$ cat src/rtl/codificador_varredura_matriz_led.sv
`default_nettype none
// +--------------------------------------------------------------------------+
// | Module : codificador_varredura_matriz_led                                |
// | Brief  : Scan encoder that time-multiplexes a 6-LED image into pairs of  |
// |          3-bit LED codes, two LEDs per slot, repeating frames while en.  |
// | Rev    : 1.0 - initial release                                           |
// +--------------------------------------------------------------------------+
module codificador_varredura_matriz_led #(
  parameter int DWELL = 4
) (
  input  logic       clk,
  input  logic       rst_n,
  input  logic       en,
  input  logic       load,
  input  logic [5:0] pattern_in,
  output logic       A1,
  output logic       A2,
  output logic       A3,
  output logic       B1,
  output logic       B2,
  output logic       B3,
  output logic       busy,
  output logic       frame_done
);

  localparam logic [7:0] C_HOLD_LAST = 8'(DWELL - 1);

  typedef enum logic [1:0] {
    IDLE = 2'd0,
    PICK = 2'd1,
    HOLD = 2'd2
  } state_t;

  state_t     r_state, w_state_n;
  logic [5:0] r_shadow, r_active, r_remaining;
  logic [5:0] w_active_n, w_remaining_n;
  logic [7:0] r_counter, w_counter_n;
  logic [2:0] r_code_a, r_code_b, w_code_a_n, w_code_b_n;
  logic       r_busy, r_done, w_done_n;
  logic [5:0] w_src, w_pool, w_first, w_rest, w_second;

  function automatic logic [2:0] led_code(input logic [5:0] onehot);
    logic [2:0] code;
    case (onehot)
      6'b000001: code = 3'b001;
      6'b000010: code = 3'b011;
      6'b000100: code = 3'b100;
      6'b001000: code = 3'b101;
      6'b010000: code = 3'b110;
      6'b100000: code = 3'b111;
      default:   code = 3'b000;
    endcase
    return code;
  endfunction

  // A load coinciding with a frame end feeds the next frame directly.
  assign w_src    = load ? pattern_in : r_shadow;
  assign w_pool   = r_remaining & r_active;
  assign w_first  = w_pool & (~w_pool + 6'd1);
  assign w_rest   = w_pool & ~w_first;
  assign w_second = w_rest & (~w_rest + 6'd1);

  always_comb begin
    w_state_n     = r_state;
    w_active_n    = r_active;
    w_remaining_n = r_remaining;
    w_counter_n   = r_counter;
    w_code_a_n    = r_code_a;
    w_code_b_n    = r_code_b;
    w_done_n      = 1'b0;
    case (r_state)
      IDLE: begin
        w_code_a_n = 3'b000;
        w_code_b_n = 3'b000;
        if (en && (r_shadow != 6'd0)) begin
          w_active_n    = r_shadow;
          w_remaining_n = r_shadow;
          w_state_n     = PICK;
        end
      end
      PICK: begin
        w_code_a_n    = led_code(w_first);
        w_code_b_n    = led_code(w_second);
        w_remaining_n = w_rest & ~w_second;
        w_counter_n   = C_HOLD_LAST;
        w_state_n     = HOLD;
      end
      HOLD: begin
        if (r_counter != 8'd0) begin
          w_counter_n = r_counter - 8'd1;
        end else if (r_remaining != 6'd0) begin
          w_code_a_n = 3'b000;
          w_code_b_n = 3'b000;
          w_state_n  = PICK;
        end else begin
          w_code_a_n = 3'b000;
          w_code_b_n = 3'b000;
          w_done_n   = 1'b1;
          if (en && (w_src != 6'd0)) begin
            w_active_n    = w_src;
            w_remaining_n = w_src;
            w_state_n     = PICK;
          end else begin
            w_state_n = IDLE;
          end
        end
      end
      default: begin
        w_code_a_n = 3'b000;
        w_code_b_n = 3'b000;
        w_state_n  = IDLE;
      end
    endcase
  end

  always_ff @(posedge clk or negedge rst_n) begin
    if (!rst_n) begin
      r_state     <= IDLE;
      r_shadow    <= 6'd0;
      r_active    <= 6'd0;
      r_remaining <= 6'd0;
      r_counter   <= 8'd0;
      r_code_a    <= 3'b000;
      r_code_b    <= 3'b000;
      r_busy      <= 1'b0;
      r_done      <= 1'b0;
    end else begin
      if (load) begin
        r_shadow <= pattern_in;
      end
      r_state     <= w_state_n;
      r_active    <= w_active_n;
      r_remaining <= w_remaining_n;
      r_counter   <= w_counter_n;
      r_code_a    <= w_code_a_n;
      r_code_b    <= w_code_b_n;
      r_busy      <= (w_state_n != IDLE);
      r_done      <= w_done_n;
    end
  end

  assign {A1, A2, A3} = r_code_a;
  assign {B1, B2, B3} = r_code_b;
  assign busy         = r_busy;
  assign frame_done   = r_done;

endmodule
`default_nettype wire

$ cat config.mk
export PLATFORM = sky130hd
export DESIGN_NAME = codificador_varredura_matriz_led
export DESIGN_NICKNAME = d
export VERILOG_FILES = /design/src/rtl/codificador_varredura_matriz_led.sv
export SDC_FILE = /design/constraint.sdc
export NUM_CORES = 1
export LEC_CHECK = 0
export BUFFER_PORTS_ARGS = -buffer_cell sky130_fd_sc_hd__buf_2
export CAP_MARGIN = 20
export CORE_MARGIN = 2
export CORE_UTILIZATION = 28
export CTS_CLUSTER_DIAMETER = 50
export CTS_CLUSTER_SIZE = 10
export DETAILED_ROUTE_END_ITERATION = 7
export HOLD_SLACK_MARGIN = 0.06
export SYNTH_ARGS = -nofsm -noshare
export SYNTH_HDL_FRONTEND = slang
export SYNTH_SLANG_ARGS = --single-unit
$ cat constraint.sdc
create_clock -name clk -period 2.5 [get_ports clk]
set_clock_uncertainty 0.2 [all_clocks]
set_input_delay 0 -clock clk [delete_from_list [all_inputs] [get_ports clk]]
set_output_delay 0 -clock clk [all_outputs]
set_load 0.005 [all_outputs]
==> impl_results.rst <==
.. list-table::
   :header-rows: 1

   * - Metric
     - Value
   * - Fraction of the mapped netlist area in compound gates
     - 0.180
   * - Number of enable-type register cells in the synthesized netlist
     - 0
   * - Worst r2r path cells
     - 7
   * - Capturing element type of the critical path
     - flip-flop
   * - Comb power frac
     - 0.518
   * - Stage delay of the slowest cell on the critical path
     - 0.41 ns
   * - Flop-to-flop setup slack
     - 0.17 ns
   * - Final ANT Viol Nets
     - 0
   * - Clock Latency Late Sink
     - 0.29 ns
   * - CTS max path bufs
     - 2
   * - Post-route setup TNS
     - 0 ns
   * - Number of setup violations in the final report
     - 0
   * - Synthesized Nets
     - 237
   * - Number of nets in the layout
     - 274
   * - Highest clock rate
     - 0.428 GHz
   * - Top cell type's share of synthesized area
     - 0.428
   * - Setup repair after global routing missed its margin
     - false
   * - Overall via count from detail_route
     - 1,741
   * - Worst hold margin
     - 0.142 ns
   * - Max-slew violation total from the final report
     - 0
   * - Sw power
     - 0.00126 W
   * - Antenna Cells
     - 0
   * - Startpoint of the worst register-to-register path
     - r_counter[0]
   * - Last weighted congestion value of the routability-driven placer
     - 0.813
   * - Number of warnings issued by yosys
     - 0
   * - Cts bufs inserted
     - 5
   * - Worst setup SP type
     - flip-flop
   * - Cells after synthesis
     - 220
   * - Antenna violations before repair
     - 0
   * - Buffers on Ports
     - 17
   * - Overflow after GRT
     - 0
   * - Proportion of synthesized chip area in sequential cells
     - 0.428
   * - Clock edge transition at the registers on the reported setup and hold paths
     - 0.07 ns
   * - Maximum number of pins on one net before global-route repair
     - 37
   * - Simple-gate share of the synthesized area
     - 0.181
   * - Std cell rows
     - 31
   * - Synth Area per Inst
     - 9.58 µm²
   * - CTS root buffer
     - sky130_fd_sc_hd__clkbuf_8
   * - Share of cell area taken by muxes after synthesis
     - 0.103
   * - Share of total power in sequential cells
     - 0.351
   * - Worst VDD drop
     - 0.724 mV
   * - Cells along the critical path
     - inv_1 > ha_1 > nor3b_1 > and4_1 > o211ai_4 > a21oi_4 > mux2_4
   * - Pre-antenna DRT Iters
     - 4
   * - Number of fillers in the final layout
     - 754
   * - Initial drt markers
     - 99
   * - Unique cell type count in the Yosys netlist
     - 51
   * - Total count of hold-check failures in the final report
     - 0
   * - Worst path required time
     - 2.47 ns
   * - Adder and majority cell fraction of the synthesized area
     - 0.0416
   * - All-layer global routing usage
     - 0.128
   * - Cell area after synthesis
     - 0.00211 mm²
   * - Number of maximum-capacitance violations
     - 0
   * - Power density relative to cell area
     - 1180 mW/mm²
   * - Final worst-path cycle share
     - 0.934
   * - Outcome
     - finished clean
   * - Initial Utilization
     - 0.290
   * - Switch share
     - 0.420
   * - Vias in the first global route
     - 1,643
   * - Share of flip-flops with an asynchronous set or reset after synthesis
     - 1.00
   * - Area leader, netlist
     - sky130_fd_sc_hd__dfrtp_1
   * - Internal Dissipation
     - 0.00174 W
   * - Placeable core area
     - 0.00725 mm²
   * - Final routed wire length divided by cell count
     - 13.4 µm
   * - Number of sinks driven by the clock tree
     - 36
   * - Most common cell after layout, fill and taps aside
     - sky130_fd_sc_hd__dfrtp_1
   * - Clock power frac
     - 0.131
   * - Leading cell types in the layout, fill and taps excluded
     - 36 x sky130_fd_sc_hd__dfrtp_1, 30 x sky130_fd_sc_hd__nor2_1, 23 x sky130_fd_sc_hd__nand2_1, 17 x sky130_fd_sc_hd__buf_2, 15 x sky130_fd_sc_hd__a21oi_1
   * - DR DRC count
     - 0
   * - Post-CTS repair timing setup buffer count
     - 0
   * - Worst min-delay path class
     - in2async
   * - Leakage
     - 1.17 nW
   * - Layout cells sized above 1
     - 0.198
   * - Minimum period implied by the final worst setup slack
     - 2.33 ns
   * - Master of the slowest instance on the critical path
     - sky130_fd_sc_hd__dfrtp_1
   * - Number of synthesized register bits
     - 36
   * - Clock tree from TritonCTS
     - done
   * - Actual transition at the worst max-transition pin
     - 0.820 ns
   * - Primary FF master, synth
     - sky130_fd_sc_hd__dfrtp_1
   * - Die outline area
     - 0.00823 mm²
   * - Detailed Route WL
     - 4780 µm
   * - Category of the critical setup timing path
     - reg2reg
   * - Largest cells by area after synthesis
     - sky130_fd_sc_hd__dfrtp_1 43%, sky130_fd_sc_hd__mux2_4 7.1%, sky130_fd_sc_hd__nor2_1 5.3%
   * - Largest family of logic cells by synthesized area
     - simple AND/OR/NAND/NOR gates
   * - Die width
     - 90.7 µm
   * - Detailed placement HPWL
     - 3530 µm
   * - Max transition margin
     - 0.454
   * - CTS H-Tree Depth
     - 2
   * - Parity-gate share of the synthesized area counting xor and xnor cells
     - 0.0291
   * - I/O pin total
     - 18
   * - Vias per cell
     - 4.89
   * - Area delta synth->final
     - 21.3%
   * - Data arrival time of the worst path
     - 2.31 ns
   * - CP Max Fanout
     - 6
   * - Wire length of the first global-routing pass
     - 8420 µm
   * - Vert. Die Dim
     - 90.7 µm
   * - Destination of the worst register-to-register timing path
     - r_active[3]
==> worst max-delay path by stage <==
stage / start / endpoint / slack [ns] / cells after the start
finish: r_counter[0] / r_active[3] / 0.17 / 7
global route: r_counter[0] / r_active[2] / 0.003 / 7
CTS: r_counter[0] / r_remaining[5] / 0.15 / 7
detailed placement: r_counter[0] / r_remaining[5] / 0.16 / 7
global placement: r_counter[0] / r_remaining[5] / 0.21 / 7
floorplan: r_shadow[4] / r_remaining[0] / 0.31 / 5
==> power groups by stage <==
| stage | clock [W] | sequential (W) | combinational [W] |
|---|---|---|---|
| after floorplan | 0 | 0.000995 | 0.00114 |
| after global placement | 0 | 0.00105 | 0.00151 |
| after detailed placement | 0 | 0.00106 | 0.00152 |
| after CTS | 0.000410 | 0.00105 | 0.00155 |
| after global routing | 0.000438 | 0.00109 | 0.00174 |
| final | 0.000394 | 0.00105 | 0.00156 |
==> per-stage QoR <==
stage                util  std cells  power (W)  instance area [µm²]  worst slack (ns)
floorplan               -        220    0.00213                 2110             0.306
global placement    0.321        335    0.00256                 2330             0.212
detailed placement  0.321        335    0.00259                 2330             0.165
CTS                 0.351        356    0.00302                 2550             0.150
global route        0.352        356    0.00327                 2550           0.00347
finish              0.352        356    0.00301                 2550             0.166
==> per-layer routing <==
layer  up-vias  wire length, µm  track usage
met5         -                0            0
li1        864                -            -
met3         6              197       0.0234
met1       838             2410        0.187
met2        33             2130        0.192
met4         0               44       0.0346
==> state kept, by name, summed over array words and instances, names as in the netlist <==
name	flops
r_counter	8
busy	1
r_code_a	3
r_active	6
r_state	2
r_code_b	3
r_remaining	6
r_shadow	6
frame_done	1
==> what timing repair did <==
action | 4_1_cts | 5_1_grt
resized for setup | 0 | 1
hold buffers | 14 | 0
endpoints found under the hold margin | 45 | 0
setup endpoints to repair | 0 | 1
==> area by class of cell <==
| cell class | count | area [µm²] | share of cell area |
|---|---|---|---|
| inverter | 11 | 41.3 | 0.0162 |
| tap | 99 | 124 | 0.0485 |
| clock inverter | 1 | 5.00 | 0.00196 |
| sequential | 36 | 901 | 0.353 |
| timing repair buffer | 38 | 278 | 0.109 |
| clock buffer | 6 | 72.6 | 0.0284 |
| multi-input combinational | 165 | 1130 | 0.444 |
==> cell usage after synthesis (2+ instances only) <==
cell type,number
sky130_fd_sc_hd__dfrtp_1,36
sky130_fd_sc_hd__nor2_1,30
sky130_fd_sc_hd__nand2_1,23
sky130_fd_sc_hd__a21oi_1,15
sky130_fd_sc_hd__mux2_4,10
sky130_fd_sc_hd__o21ai_0,10
sky130_fd_sc_hd__inv_1,9
sky130_fd_sc_hd__ha_1,7
sky130_fd_sc_hd__clkbuf_1,6
sky130_fd_sc_hd__xor2_1,6
sky130_fd_sc_hd__nand3_1,5
sky130_fd_sc_hd__nand4_1,4
sky130_fd_sc_hd__nor3_1,4
sky130_fd_sc_hd__a22oi_1,3
sky130_fd_sc_hd__a31oi_1,3
sky130_fd_sc_hd__mux2_2,3
sky130_fd_sc_hd__nor4_1,3
sky130_fd_sc_hd__o2bb2ai_1,3
sky130_fd_sc_hd__a22o_1,2
sky130_fd_sc_hd__inv_2,2
sky130_fd_sc_hd__mux2i_1,2
sky130_fd_sc_hd__nor2b_1,2
sky130_fd_sc_hd__o211ai_1,2
sky130_fd_sc_hd__o21ai_1,2
sky130_fd_sc_hd__o31a_1,2
==> cell families after synthesis <==
group | after synthesis
AOI/OAI and AO/OA | 54
buffers and inverters | 19
and+or+nand+nor | 81
DFF | 36
xor gates and xnor gates | 7
muxes | 16
adders and majority gates | 7
==> worst max-delay path, delay by kind of cell, from the launching register on <==
family,cells,cell delay (ns)
and+or+nand+nor,2,0.59
AOI/OAI and AO/OA,2,0.45
DFF,1,0.41
muxes,1,0.33
adders and majority gates,1,0.15
buffers and inverters,1,0.09
Note: power is estimated with default switching activity, not from simulation.
